===== src/rtl/write_master_pkg.sv =====
// -----------------------------------------------------------------------------
// write_master_pkg
// Shared DMA definitions for the AXI4 write master:
//   - AXI encodings for the burst type, the beat size and the OKAY response
//   - the 4 KB page size that no AXI burst may cross
//   - the write-master FSM state enum
// -----------------------------------------------------------------------------
package write_master_pkg;

   localparam logic [1:0]  BURST_INCR  = 2'b01;
   localparam logic [2:0]  SIZE_4B     = 3'b010;
   localparam logic [1:0]  RESP_OKAY   = 2'b00;

   // Page size in bytes. The width leaves room for the value 4096 itself.
   localparam logic [12:0] BOUNDARY_4K = 13'h1000;

   typedef enum logic [2:0] {
      ST_IDLE,
      ST_AW,
      ST_W,
      ST_B,
      ST_DONE
   } wm_state_t;

endpackage


===== src/rtl/write_master_if.sv =====
// -----------------------------------------------------------------------------
// write_master_if
// AXI4 write-channel bundle (AW, W and B) between the DMA write master and the
// interconnect.
//   master modport : drives AW/W payload and valids plus bready; samples the
//                    readies, bresp and bvalid
//   slave  modport : the mirror image, used by memory models and interconnect
// Parameters: ADDR_WIDTH (address bits), DATA_WIDTH (data bits, strobes are
// DATA_WIDTH/8).
// -----------------------------------------------------------------------------
interface write_master_if #(
   parameter int ADDR_WIDTH = 32,
   parameter int DATA_WIDTH = 32
) ();

   logic [ADDR_WIDTH-1:0]   awaddr;
   logic [7:0]              awlen;
   logic [2:0]              awsize;
   logic [1:0]              awburst;
   logic                    awvalid;
   logic                    awready;

   logic [DATA_WIDTH-1:0]   wdata;
   logic [DATA_WIDTH/8-1:0] wstrb;
   logic                    wlast;
   logic                    wvalid;
   logic                    wready;

   logic [1:0]              bresp;
   logic                    bvalid;
   logic                    bready;

   modport master (
      output awaddr, awlen, awsize, awburst, awvalid,
      input  awready,
      output wdata, wstrb, wlast, wvalid,
      input  wready,
      input  bresp, bvalid,
      output bready
   );

   modport slave (
      input  awaddr, awlen, awsize, awburst, awvalid,
      output awready,
      input  wdata, wstrb, wlast, wvalid,
      output wready,
      output bresp, bvalid,
      input  bready
   );

endinterface


===== src/rtl/write_master.sv =====
// -----------------------------------------------------------------------------
// write_master
// AXI4 write master for the DMA datapath. A start pulse in IDLE drains an FWFT
// FIFO and writes i_total_len bytes to memory from i_dst_addr, as a sequence of
// INCR bursts with a single burst outstanding at a time. No burst crosses a
// 4 KB page. o_write_done pulses for one cycle after the last write response.
//
// Ports:
//   clk, reset_n   clock (rising edge) and asynchronous active-low reset
//   i_start        start pulse, only looked at in IDLE
//   i_dst_addr     destination byte address (word aligned)
//   i_total_len    transfer length in bytes
//   o_write_done   one-cycle completion pulse
//   i_fifo_empty   FIFO empty flag
//   o_fifo_rd_en   FIFO pop, one per W handshake
//   i_w_data       FIFO head word (first-word-fall-through)
//   m_axi          AXI4 AW/W/B channels (master side)
// -----------------------------------------------------------------------------
module write_master
   import write_master_pkg::*;
#(
   parameter int C_M_AXI_ADDR_WIDTH = 32,
   parameter int C_M_AXI_DATA_WIDTH = 32,   // only 32 is supported
   parameter int C_MAX_BURST_LEN    = 16    // 1..256
) (
   input  logic                          clk,
   input  logic                          reset_n,
   input  logic                          i_start,
   input  logic [C_M_AXI_ADDR_WIDTH-1:0] i_dst_addr,
   input  logic [31:0]                   i_total_len,
   output logic                          o_write_done,
   input  logic                          i_fifo_empty,
   output logic                          o_fifo_rd_en,
   input  logic [C_M_AXI_DATA_WIDTH-1:0] i_w_data,
   write_master_if.master                m_axi
);

   localparam int          STRB_W    = C_M_AXI_DATA_WIDTH / 8;
   localparam logic [30:0] MAX_BEATS = 31'(C_MAX_BURST_LEN);

   // Beats for the next burst: limited by what is left, by the burst cap and
   // by the words remaining before the next 4 KB page.
   function automatic logic [8:0] burst_beats(input logic [11:0] page_off,
                                              input logic [30:0] rem);
      logic [12:0] room_bytes;
      logic [30:0] room_beats;
      logic [30:0] n;
      room_bytes = BOUNDARY_4K - {1'b0, page_off};
      room_beats = 31'(room_bytes >> 2);
      n = rem;
      if (n > MAX_BEATS) begin
         n = MAX_BEATS;
      end
      if (n > room_beats) begin
         n = room_beats;
      end
      return 9'(n);
   endfunction

   wm_state_t                   state_reg;
   logic [C_M_AXI_ADDR_WIDTH-1:0] addr_reg;      // start address of current burst
   logic [30:0]                 rem_reg;       // beats still to write, incl. current burst
   logic [8:0]                  beats_reg;     // beats in current burst
   logic [7:0]                  awlen_reg;
   logic [7:0]                  beat_cnt_reg;  // beat index within current burst
   logic [1:0]                  tail_reg;      // valid bytes in the final word, 0 = all four
   logic                        awvalid_reg;
   logic                        bready_reg;
   logic                        done_reg;

   // Values loaded on start
   logic [30:0] start_rem;
   logic [8:0]  start_beats;
   // Values after the current burst's response
   logic [C_M_AXI_ADDR_WIDTH-1:0] next_addr;
   logic [30:0] next_rem;
   logic [8:0]  next_beats;

   logic              in_w;
   logic              w_valid;
   logic              w_hs;
   logic              last_beat;
   logic              final_beat;
   logic [STRB_W-1:0] tail_mask;
   logic              unused_bresp_okay;

   assign start_rem   = {1'b0, i_total_len[31:2]} + {30'd0, |i_total_len[1:0]};
   assign start_beats = burst_beats(i_dst_addr[11:0], start_rem);

   assign next_addr   = addr_reg + {{(C_M_AXI_ADDR_WIDTH-11){1'b0}}, beats_reg, 2'b00};
   assign next_rem    = rem_reg - {22'd0, beats_reg};
   assign next_beats  = burst_beats(next_addr[11:0], next_rem);

   always_ff @(posedge clk or negedge reset_n) begin
      if (!reset_n) begin
         state_reg    <= ST_IDLE;
         addr_reg     <= '0;
         rem_reg      <= '0;
         beats_reg    <= '0;
         awlen_reg    <= '0;
         beat_cnt_reg <= '0;
         tail_reg     <= '0;
         awvalid_reg  <= 1'b0;
         bready_reg   <= 1'b0;
         done_reg     <= 1'b0;
      end else begin
         case (state_reg)
            ST_IDLE: begin
               if (i_start) begin
                  addr_reg     <= i_dst_addr;
                  rem_reg      <= start_rem;
                  beats_reg    <= start_beats;
                  tail_reg     <= i_total_len[1:0];
                  beat_cnt_reg <= '0;
                  if (start_rem == '0) begin
                     // Zero-length request: complete without touching the bus
                     done_reg  <= 1'b1;
                     state_reg <= ST_DONE;
                  end else begin
                     awlen_reg   <= 8'(start_beats - 9'd1);
                     awvalid_reg <= 1'b1;
                     state_reg   <= ST_AW;
                  end
               end
            end

            ST_AW: begin
               if (awvalid_reg && m_axi.awready) begin
                  awvalid_reg <= 1'b0;
                  state_reg   <= ST_W;
               end
            end

            ST_W: begin
               if (w_hs) begin
                  if (last_beat) begin
                     beat_cnt_reg <= '0;
                     bready_reg   <= 1'b1;
                     state_reg    <= ST_B;
                  end else begin
                     beat_cnt_reg <= beat_cnt_reg + 8'd1;
                  end
               end
            end

            ST_B: begin
               // The response code is deliberately ignored.
               if (bready_reg && m_axi.bvalid) begin
                  bready_reg <= 1'b0;
                  addr_reg   <= next_addr;
                  rem_reg    <= next_rem;
                  beats_reg  <= next_beats;
                  if (next_rem != '0) begin
                     awlen_reg   <= 8'(next_beats - 9'd1);
                     awvalid_reg <= 1'b1;
                     state_reg   <= ST_AW;
                  end else begin
                     done_reg  <= 1'b1;
                     state_reg <= ST_DONE;
                  end
               end
            end

            ST_DONE: begin
               done_reg  <= 1'b0;
               state_reg <= ST_IDLE;
            end

            default: begin
               state_reg <= ST_IDLE;
            end
         endcase
      end
   end

   // W channel follows the FIFO head directly; wvalid depends on the FIFO flag
   // and registered state only, never on wready.
   assign in_w       = (state_reg == ST_W);
   assign w_valid    = in_w && !i_fifo_empty;
   assign w_hs       = w_valid && m_axi.wready;
   assign last_beat  = (beat_cnt_reg == awlen_reg);
   // Last beat of the last burst: the remaining count still includes this burst.
   assign final_beat = last_beat && (rem_reg == {22'd0, beats_reg});
   assign tail_mask  = (STRB_W'(1) << tail_reg) - STRB_W'(1);

   assign m_axi.awaddr  = addr_reg;
   assign m_axi.awlen   = awlen_reg;
   assign m_axi.awsize  = SIZE_4B;
   assign m_axi.awburst = BURST_INCR;
   assign m_axi.awvalid = awvalid_reg;

   assign m_axi.wvalid  = w_valid;
   assign m_axi.wdata   = in_w ? i_w_data : '0;
   assign m_axi.wlast   = in_w && last_beat;
   assign m_axi.wstrb   = !in_w                          ? '0        :
                          (final_beat && tail_reg != '0) ? tail_mask : '1;

   assign m_axi.bready  = bready_reg;

   assign o_fifo_rd_en  = w_hs;
   assign o_write_done  = done_reg;

   assign unused_bresp_okay = (m_axi.bresp == RESP_OKAY);

endmodule


===== src/flat_wrapper.sv =====
// flat-port wrapper written by rule: the top's interface ports become plain ports
module write_master_flat import write_master_pkg::*;
#(
   parameter int C_M_AXI_ADDR_WIDTH = 32,
   parameter int C_M_AXI_DATA_WIDTH = 32,                          
   parameter int C_MAX_BURST_LEN    = 16             
)
  (clk, reset_n, i_start, i_dst_addr, i_total_len, o_write_done, i_fifo_empty, o_fifo_rd_en, i_w_data, m_axi_awaddr, m_axi_awlen, m_axi_awsize, m_axi_awburst, m_axi_awvalid, m_axi_awready, m_axi_wdata, m_axi_wstrb, m_axi_wlast, m_axi_wvalid, m_axi_wready, m_axi_bresp, m_axi_bvalid, m_axi_bready);
  write_master_if #(.ADDR_WIDTH(32), .DATA_WIDTH(32)) m_axi_i ();
  input  logic clk;
  input  logic reset_n;
  input  logic i_start;
  input  logic [C_M_AXI_ADDR_WIDTH-1:0] i_dst_addr;
  input  logic [31:0] i_total_len;
  output logic o_write_done;
  input  logic i_fifo_empty;
  output logic o_fifo_rd_en;
  input  logic [C_M_AXI_DATA_WIDTH-1:0] i_w_data;
  output wire logic [$bits(m_axi_i.awaddr)-1:0] m_axi_awaddr;
  output wire logic [$bits(m_axi_i.awlen)-1:0] m_axi_awlen;
  output wire logic [$bits(m_axi_i.awsize)-1:0] m_axi_awsize;
  output wire logic [$bits(m_axi_i.awburst)-1:0] m_axi_awburst;
  output wire logic [$bits(m_axi_i.awvalid)-1:0] m_axi_awvalid;
  input wire logic [$bits(m_axi_i.awready)-1:0] m_axi_awready;
  output wire logic [$bits(m_axi_i.wdata)-1:0] m_axi_wdata;
  output wire logic [$bits(m_axi_i.wstrb)-1:0] m_axi_wstrb;
  output wire logic [$bits(m_axi_i.wlast)-1:0] m_axi_wlast;
  output wire logic [$bits(m_axi_i.wvalid)-1:0] m_axi_wvalid;
  input wire logic [$bits(m_axi_i.wready)-1:0] m_axi_wready;
  input wire logic [$bits(m_axi_i.bresp)-1:0] m_axi_bresp;
  input wire logic [$bits(m_axi_i.bvalid)-1:0] m_axi_bvalid;
  output wire logic [$bits(m_axi_i.bready)-1:0] m_axi_bready;
  assign m_axi_awaddr = m_axi_i.awaddr;
  assign m_axi_awlen = m_axi_i.awlen;
  assign m_axi_awsize = m_axi_i.awsize;
  assign m_axi_awburst = m_axi_i.awburst;
  assign m_axi_awvalid = m_axi_i.awvalid;
  assign m_axi_i.awready = m_axi_awready;
  assign m_axi_wdata = m_axi_i.wdata;
  assign m_axi_wstrb = m_axi_i.wstrb;
  assign m_axi_wlast = m_axi_i.wlast;
  assign m_axi_wvalid = m_axi_i.wvalid;
  assign m_axi_i.wready = m_axi_wready;
  assign m_axi_i.bresp = m_axi_bresp;
  assign m_axi_i.bvalid = m_axi_bvalid;
  assign m_axi_bready = m_axi_i.bready;
  write_master #(.C_M_AXI_ADDR_WIDTH(C_M_AXI_ADDR_WIDTH), .C_M_AXI_DATA_WIDTH(C_M_AXI_DATA_WIDTH), .C_MAX_BURST_LEN(C_MAX_BURST_LEN)) u_core (.clk(clk), .reset_n(reset_n), .i_start(i_start), .i_dst_addr(i_dst_addr), .i_total_len(i_total_len), .o_write_done(o_write_done), .i_fifo_empty(i_fifo_empty), .o_fifo_rd_en(o_fifo_rd_en), .i_w_data(i_w_data), .m_axi(m_axi_i));
endmodule

===== config.mk =====
export PLATFORM = sky130hd
export DESIGN_NAME = write_master_flat
export DESIGN_NICKNAME = d
export VERILOG_FILES = /design/src/rtl/write_master_pkg.sv /design/src/rtl/write_master_if.sv /design/src/rtl/write_master.sv /design/src/flat_wrapper.sv
export SDC_FILE = /design/constraint.sdc
export NUM_CORES = 1
export LEC_CHECK = 0
export ABC_AREA = 1
export CORE_UTILIZATION = 40
export DETAILED_ROUTE_END_ITERATION = 8
export PLACE_DENSITY_LB_ADDON = 0.1
export REMOVE_ABC_BUFFERS = 1
export SLEW_MARGIN = 20
export SYNTH_ARGS = -nofsm -noshare
export SYNTH_HDL_FRONTEND = slang
export SYNTH_SLANG_ARGS = --single-unit

===== constraint.sdc =====
create_clock -name clk -period 9.1 [get_ports clk]
set_clock_uncertainty 0.1 [all_clocks]
set_input_delay 1.82 -clock clk [delete_from_list [all_inputs] [get_ports clk]]
set_output_delay 1.82 -clock clk [all_outputs]
set_load 0.02 [all_outputs]

# After elaboration in Yosys (flattened, before gate mapping)

Index checks and enable logic that the tools add are counted.

Equality and inequality tests: 15
Shift-type cells: 1
Reduce and logical (&&, ||, !) cells: 26
Mux-type cells: 48
Magnitude comparators: 4
Add/subtract/negate cells: 9

Operator list:

| kind                                                            | number |
|---|---|
| 2-to-1 mux 31 bit                                               | 4 |
| 2-to-1 mux 32 bit                                               | 3 |
| case mux 32 bit (2 select lines)                                | 1 |
| greater-than comparator 31 x 11 -> 1 bit                        | 2 |
| greater-than comparator 31 x 5 -> 1 bit (second input constant) | 2 |
| case mux 31 bit (2 select lines)                                | 1 |
| 2-to-1 mux 8 bit                                                | 7 |
| 2-to-1 mux 9 bit                                                | 4 |
| adder 32 x 11 -> 32 bit                                         | 1 |
| case mux 8 bit (2 select lines)                                 | 2 |
| adder 30 x 1 -> 31 bit                                          | 1 |
| == test 31 x 9 -> 1 bit                                         | 1 |
| logical NOT 31 bit                                              | 1 |
| nonzero test 31 bit                                             | 1 |
| subtractor 31 x 9 -> 31 bit                                     | 1 |
| subtractor 13 x 12 -> 13 bit (first input constant)             | 2 |
| 2-to-1 mux 3 bit                                                | 7 |
| case mux 9 bit (2 select lines)                                 | 1 |
| subtractor 8 x 1 -> 8 bit (second input constant)               | 2 |
| AND reduction 5 bit                                             | 3 |
| 2-to-1 mux 1 bit                                                | 12 |
| case mux 3 bit (4 select lines)                                 | 1 |
| != test 2 bit (second input constant)                           | 5 |
| adder 8 x 1 -> 8 bit (second input constant)                    | 1 |
| 20 further kinds                                                | 37 |

Word-level logic and storage cells: 113
Register bits: 96
Output and inout bits: 87
Bits of input ports: 105

# Depth between registers and ports, before layout

Gate-level depths: netlist (run 1).

Depth in word-level cells: 10
Gate-level depth with buffers: 41
Gate-level depth less buffers: 41

# Least setup slack after synthesis (run 1)

Ideal clock, no wire load.

Path type: input-to-reg
From: input i_total_len[0]
To: register u_core.awlen_reg[4], in the netlist u_core.m_axi.awlen[4]
Arrival time: 5,528 ps
Data required time: 8,883 ps
Path slack: 3,356 ps
Library setup time: 117 ps
Cell stages on the path: 33
Buffers on the path: 1
Cell sequence: inv_1 > nand2_1 > ha_1 > ha_1 > nand2_1 > nor2_2 > nand2_1 > nor2_1 > xnor2_1 > nor2b_1 > nand2_1 > nor2_2 > nand3_2 > nand2_4 > inv_1 > nor3_1 > ha_1 > nand2_1 > or4_1 > nand2_1 > buf_2 > nor2_1 > o21ai_2 > nand2_2 > inv_1 > ha_1 > inv_1 > a21oi_1 > nand2_1 > nand2_1 > nand2_1 > nand2_1 > nand2_1

Word-level cells in the longest chain between the ends: 10
Elaborated cells on any way between the ends: 13
Classes of those cells: add/sub: 2; order compare: 2; eq/ne: 1; mux: 5; reduce/logical: 3

RTL lines:

| item                                     | line                | source |
|---|---|---|
| start, declared                          | flat_wrapper.sv:14  | `input logic [31:0] i_total_len;` |
| OR reduction 2 bit (*)                   | write_master.sv:87  | `assign start_rem = {1'b0, i_total_len[31:2]} + {30'd0, \|i_total_len[1:0]};` |
| adder 30 x 1 -> 31 bit (*)               | write_master.sv:87  |  |
| greater-than comparator 31 x 5 -> 1 bit  | write_master.sv:51  | `if (n > MAX_BEATS) begin` |
| 2-to-1 mux 31 bit                        | write_master.sv:51  |  |
| greater-than comparator 31 x 11 -> 1 bit | write_master.sv:54  | `if (n > room_beats) begin` |
| 2-to-1 mux 9 bit                         | write_master.sv:54  |  |
| subtractor 8 x 1 -> 8 bit                | write_master.sv:120 | `awlen_reg <= 8'(start_beats - 9'd1);` |
| 2-to-1 mux 8 bit                         | write_master.sv:115 | `if (start_rem == '0) begin` |
| 2-to-1 mux 8 bit                         | write_master.sv:109 | `if (i_start) begin` |
| case mux 8 bit (2 select lines)          | write_master.sv:107 | `case (state_reg)` |
| end signal, assigned                     | write_master.sv:120 |  |
| end signal, assigned                     | write_master.sv:154 | `awlen_reg <= 8'(next_beats - 9'd1);` |
| end, declared                            | write_master.sv:64  | `logic [7:0] awlen_reg;` |

Every way passes the cells marked *; elsewhere a longest branch is shown, timed or not. The select of a mux whose other input is x is not followed.
A chain may end at the register's enable or synchronous reset.

# Worst setup path after layout (run 1)

Ends and elaborated chain as after synthesis.

==> results of run 1 <==
==> path summary, 6_finish.rpt <==
kind	start	end	slack, ns	cells after the start
max in group asynchronous	reset_n	u_core.m_axi.awlen[0]	6.34	2
setup reg to reg	u_core.rem_reg[0]	u_core.m_axi.awlen[4]	3.39	40
hold reg to reg	u_core.rem_reg[4]	u_core.rem_reg[4]	0.39	2
hold / removal	u_core.rem_reg[4]	u_core.rem_reg[4]	0.39	2
min in group asynchronous	reset_n	u_core.rem_reg[27]	1.37	1
setup / recovery	i_total_len[0]	u_core.m_axi.awlen[4]	2.16	38
==> layout by cell type, fill, tap and decap left out, drive strengths merged, types with 8 or more instances in the layout <==
cell	instances
nand2	480
nor2	264
inv	211
clkdlybuf4s50	183
o21ai	114
dfrtp	96
nand3	92
a21oi	59
ha	44
nand4	41
xor2	32
o22ai	27
nor3	20
conb	17
clkbuf	11
xnor2	10
or2	10
nand3b	8
o211ai	8
==> final cells by class <==
type                       instances  area (sq um)
fill                            2536         11500
tap                              319           399
inverter                         210           788
clock buffer                      11           233
multi-input combinational       1266          6420
clock inverter                     5          56.3
timing repair buffer             190          1880
sequential                        96          2400
==> cell families (layout without fill, tap and decap cells) <==
group                    after synthesis  count (layout)  synth area share, %
AND/OR/NAND/NOR                      934             934                 42.4
buffers and inverters                252             416                 10.1
XOR/XNOR                              42              42                 3.78
flip-flops                            96              96                 24.7
adder cells (fa/ha/maj)               46              46                 6.06
other                                  2              17               0.0771
AO/OA/AOI/OAI                        227             227                 12.9
==> layer usage <==
metal	track usage (%)	vias to the layer above	wire, um
met5	0	-	0
met4	8.33	0	642
met2	41.9	365	13800
li1	-	5473	-
met3	3.07	35	2130
met1	35.3	4831	14900
==> cell usage after synthesis, drive strengths merged <==
cell type	instances
o221ai	2
and2	1
and3	2
o31ai	2
a21oi	59
a221oi	2
clkinv	1
fa	2
a21o	3
nor3b	6
clkbuf	29
nand3	92
o22ai	27
nand2	480
buf	13
inv	209
nor2b	1
nor4	7
nand3b	8
ha	44
a22o	1
a211oi	1
o211ai	8
nand4	41
dfrtp	96
or2	10
o2111ai	1
or4	1
xor2	32
o21ai	114
o21a	3
o21bai	3
and3b	1
a31o	1
conb	2
nor2	264
nor3	20
xnor2	10
==> through the flow <==
stage,setup WS (ns),hold WS [ns]
6_report,2.16,0.388
5_1_grt,1.61,0.401
4_1_cts,2.16,0.391
3_5_place_dp,1.81,0.373
3_3_place_gp,1.94,0.369
2_1_floorplan,2.34,0.353
==> tightest hold or removal path, cell delays in order (launching register included) <==
cell and delay, ns:
dfrtp_1 0.35, nand2_1 0.05, nand2_1 0.05
==> power by group <==
part,switching (mW),internal [mW]
Sequential,0.188,0.632
Clock,0.176,0.214
Combinational,1.98,1.03
Total,2.34,1.88
==> metrics.md, run 1 <==
| Metric | Value |
|---|---|
| CP Max Fanout | 11 |
| Synth Warn # | 0 |
| Cell row count | 56 |
| Final Slew Violations | 0 |
| Sequential area share after synthesis | 24.7% |
| CP startpoint kind | primary input |
| Kind of critical path | primary input to flop |
| Via density | 5.10 |
| Placed cell count | 2081 |
| Clock Path Buffers | 2 |
| Worst-margin pin slew | 0.845 ns |
| Overall fraction of global-route tracks in use | 25.8% |
| Clk sinks | 96 |
| Final setup fails | 0 |
| Minimum clock period | 6.94 ns |
| Ports | 192 |
| Dpl hpwl | 25.1 mm |
| DRT antenna net count | 0 |
| CTS tree | built |
| Max reg flops | 32 |
| Global-route wire length before repair | 50.2 mm |
| Final Hold Viols | 0 |
| Maximum vdd ir drop | 0.000142 V |
| Pin count of the biggest net entering global routing | 69 |
| DRC viols | 0 |
| Starting Density | 41.1% |
| Worst path most repeated cell | nand2_1 |
| DIE AREA | 0.0250 sq mm |
| Layout Nets | 1924 |
| Initial antenna violation count | 0 |
| Post-DP Area | 0.0119 sq mm |
| Synth unique cells | 55 |
| Crit path buffers/inverters | 6 |
| Gpl congestion | 0.943 |
| Max-cap viol count | 0 |
| Worst setup EP type | flop |
| Worst Path Required | 9.24 ns |
| Final period util | 76.2% |
| Final core occ | 51.4% |
| Hold Buf Count CTS | 0 |
| DRT Wirelength | 31.5 mm |
| Slew headroom | 43.7% |
| Number of diodes | 0 |
| Setup repair after global routing missed its margin | no |
| Leakage | 5.72 nW |
| Pre-antenna DRT Iters | 5 |
| Grt ovf | 0 |
| Die Y | 158 um |
| Flops & latches, synth | 96 |
| Cell area after synthesis | 0.00974 sq mm |
| Total CTS buffers | 9 |
| Via count | 10704 |
| Cell area power density | 346 mW/mm^2 |
| Number of global-route vias before repair | 9951 |
| Port Buf Inserts | 184 |
| Post-cts sizing count | 0 |
| H-Tree Depth | 3 |
| Clk Latency, worst-skew pair | 0.35 ns |
| Core area | 0.0237 sq mm |
| Die width | 158 um |
| Cell accounting for the most synthesized area | dfrtp_1 |
| Outcome | finished, final reports clean |
| Synth area leaders | dfrtp_1 (25%), nand2_1 (18%), nor2_1 (8.9%) |
| Crit-path max cell delay | 0.46 ns |
| Power Total | 4.22 mW |
| Post-CTS setup buffers | 0 |
| Avg Cell Area, Syn | 6.09 sq um |
| Clock transition at path regs | 0.07 ns |
| Maximum clock frequency | 144 MHz |
| Family with the most delay on the worst path | simple AND/OR/NAND/NOR gates |
| Critical path data arrival time | 7.08 ns |
| Number of DRC markers in iteration 0 | 647 |
| Non-filler cells, final | 2097 |
| Final TNS setup | 0 ns |
| Critical-path top delay cell | clkdlybuf4s50_1 |
| Post-synth top area share | 24.7% |
| Drt wl/cell | 15.0 um |
| Layout cells sized above 1 | 6.47% |
| Final instance area | 0.0122 sq mm |
| Root Driver | clkbuf_16 |
| Gate Count Post-Synth | 1599 |
| Synth-to-Final Area Change | 25.1% |
| HP Class | flop to flop |
(Power assumes the default switching activity.)
==> run 2, diff against run 1 <==
==> constraint.sdc (replaced) <==
create_clock -name clk -period 5.59 [get_ports clk]
set_clock_uncertainty 0.1 [all_clocks]
set_input_delay 1.118 -clock clk [delete_from_list [all_inputs] [get_ports clk]]
set_output_delay 1.118 -clock clk [all_outputs]
set_load 0.02 [all_outputs]
==> run 2 against run 1 <==
Compared with the run above: critical endpoint is now u_core.m_axi.awlen[6]; largest power group unchanged; wire length up 3.4%; critical path depth fell by 1; die area unchanged; register-to-register slack worse by 2.9 ns; clock power grew 83%; sequential cell count is the same; critical path type unchanged; highest routed layer unchanged; count of clock-buffer cells in the layout is 1 lower; sequential share of layout area fell by 1.4 points; non-clock buffer count is 94 higher; sequential power is 62% higher; core utilization is 3.9 points higher.
==> metrics.md, run 2 (synthesis results as in run 1) <==
| Metric | Value |
|---|---|
| Number of diodes | 0 (unchanged) |
| CTS tree | built |
| Clock Path Buffers | 2 (unchanged) |
| CP startpoint kind | primary input |
| Pre-antenna DRT Iters | 5 (unchanged) |
| Number of global-route vias before repair | 10060 (+1.1%) |
| Die Y | 158 um (unchanged) |
| Worst-margin pin slew | 1.00 ns (+0.159 ns) |
| Cell row count | 56 (unchanged) |
| Layout Nets | 2018 (+4.9%) |
| Core area | 0.0237 sq mm (unchanged) |
| Path depth of the worst reg2reg path | 38 (-5.0%) |
| Post-DP Area | 0.0126 sq mm (+5.7%) |
| Final setup fails | 0 (unchanged) |
| Final Slew Violations | 0 (unchanged) |
| Critical path data arrival time | 5.50 ns (-1.58 ns) |
| DRT Wirelength | 32.6 mm (+3.4%) |
| Root Driver | clkbuf_16 |
| Initial antenna violation count | 0 (unchanged) |
| Max-cap viol count | 0 (unchanged) |
| Pin count of the biggest net entering global routing | 78 (+13%) |
| Port Buf Inserts | 184 (unchanged) |
| Max reg flops | 32 (unchanged) |
| Maximum vdd ir drop | 0.000347 V (+140%) |
| DIE AREA | 0.0250 sq mm (unchanged) |
| Commonest non-fill, non-tap cell in the layout | nand2_1 |
| Worst Path Required | 5.75 ns (-3.49 ns) |
| Worst setup EP type | flop |
| Worst path most repeated cell | nand2_1 |
| Final period util | 95.6% |
| Gpl congestion | 0.928 (-1.7%) |
| HP Class | flop to flop |
| Crit-path max cell delay | 0.47 ns (about the same) |
| Clk sinks | 96 (unchanged) |
| Ports | 192 (unchanged) |
| Global-route wire length before repair | 50.7 mm (+1.1%) |
| Dpl hpwl | 25.6 mm (+2.0%) |
| CP Max Fanout | 4 (-7) |
| Most frequent cells in the layout | nand2_1 (449), nor2_1 (223), inv_1 (197), clkdlybuf4s50_1 (182), o21ai_0 (107) |
| DRT antenna net count | 0 (unchanged) |
| Via density | 5.08 (-0.56%) |
| H-Tree Depth | 3 (unchanged) |
| Clock transition at path regs | 0.08 ns (about the same) |
| DRC viols | 0 (unchanged) |
| Minimum clock period | 5.34 ns |
| Final Hold Viols | 0 (unchanged) |
| Drt wl/cell | 14.9 um (-1.1%) |
| Critical-path top delay cell | clkdlybuf4s50_1 |
| Number of DRC markers in iteration 0 | 747 (+15%) |
| Maximum clock frequency | 187 MHz |
| Die width | 158 um (unchanged) |
| Overall fraction of global-route tracks in use | 26.3% (+0.51 points) |
| Clk Latency, worst-skew pair | 0.36 ns (about the same) |
| Kind of critical path | primary input to flop |
| Final instance area | 0.0131 sq mm (+7.7%) |
| Pre-CTS setup slack | -0.708 ns (-2.51 ns) |
| Synth-to-Final Area Change | 34.7% |
| Total CTS buffers | 9 (unchanged) |
| Grt ovf | 0 (unchanged) |
| Outcome | finished, final reports clean |
| Via count | 11121 (+3.9%) |
| Setup ws final | 0.246 ns (-1.92 ns) |
| Leakage | 6.24 nW (+9.1%) |
| Fill cell count | 2446 (-3.5%) |
| Starting Density | 41.1% (unchanged) |
| WHS Path Cells | 2 (unchanged) |
| Layout cells sized above 1 | 12.9% (+6.4 points) |
| Hold_ws | 0.384 ns (-0.00388 ns) |
| Power Total | 7.14 mW (+69%) |
| Cell area power density | 544 mW/mm^2 (+57%) |
| Slew headroom | 33.0% (-11 points) |
==> run 2: changes by cell type in the layout (fill, tap and decap cells not counted), sizes merged <==
cell,previous run,this run
clkinv,2,1
inv,211,213
dlymetal6s2s,0,1
clkbuf,11,10
bufinv,1,2
clkdlybuf4s50,183,182
clkinvlp,1,0
buf,7,101
==> run 2: critical path, delay by kind of cell <==
family / cells / cell delay (ns)
AO/OA/AOI/OAI: 3 / 0.31
XOR/XNOR: 1 / 0.13
adder cells (fa/ha/maj): 3 / 0.61
buffers and inverters: 8 / 1.06
AND/OR/NAND/NOR: 22 / 2.24
==> run 2: cell type report <==
| class | count | area [sq um] | area share (%) |
|---|---|---|---|
| multi-input combinational | 1266 | 6600 | 50.3 |
| tap | 319 | 399 | 3.04 |
| timing repair buffer | 284 | 2590 | 19.8 |
| sequential | 96 | 2400 | 18.3 |
| clock buffer | 10 | 239 | 1.82 |
| inverter | 210 | 788 | 6.01 |
| clock inverter | 6 | 95.1 | 0.725 |
==> run 2: where the power goes <==
part / internal (mW) / switching, mW
clock network: 0.411 / 0.304
logic: 1.79 / 3.30
registers: 1.03 / 0.306
==> run 2: final timing paths <==
path                                      from                     to  slack, ns
hold / removal               u_core.rem_reg[3]      u_core.rem_reg[3]       0.38
min in group asynchronous              reset_n     u_core.rem_reg[30]       0.78
hold reg to reg              u_core.rem_reg[3]      u_core.rem_reg[3]       0.38
max in group asynchronous              reset_n    u_core.state_reg[0]       3.59
setup / recovery                i_total_len[0]  u_core.m_axi.awlen[6]       0.25
setup reg to reg           u_core.beats_reg[3]  u_core.m_axi.awlen[6]       0.52
==> run 2: per-stage QoR <==
step	utilization (%)	TNS, ns	std cells
floorplan	-	-59.91	1572
global placement	53.1	-4.53	2172
detailed placement	53.1	-5.99	2172
CTS	54.7	0	2188
global route	55.4	-0.0936	2191
finish	55.4	0	2191
==> run 2: repair_timing <==
action | CTS | global route
setup endpoints to repair | 7 | 12
hold buffers | 0 | 0
pin swaps | 1 | 18
gates resized for setup | 10 | 37
buffers inserted | 0 | 3
==> run 2: metal layers <==
metal  part of all wire [%]  vias up  global-route usage [%]
met5                      0        -                       0
met4                    2.0        0                    8.33
met3                    6.9       40                    3.56
met2                     44      379                    43.0
met1                     47     5043                    35.6
li1                       -     5659                       -
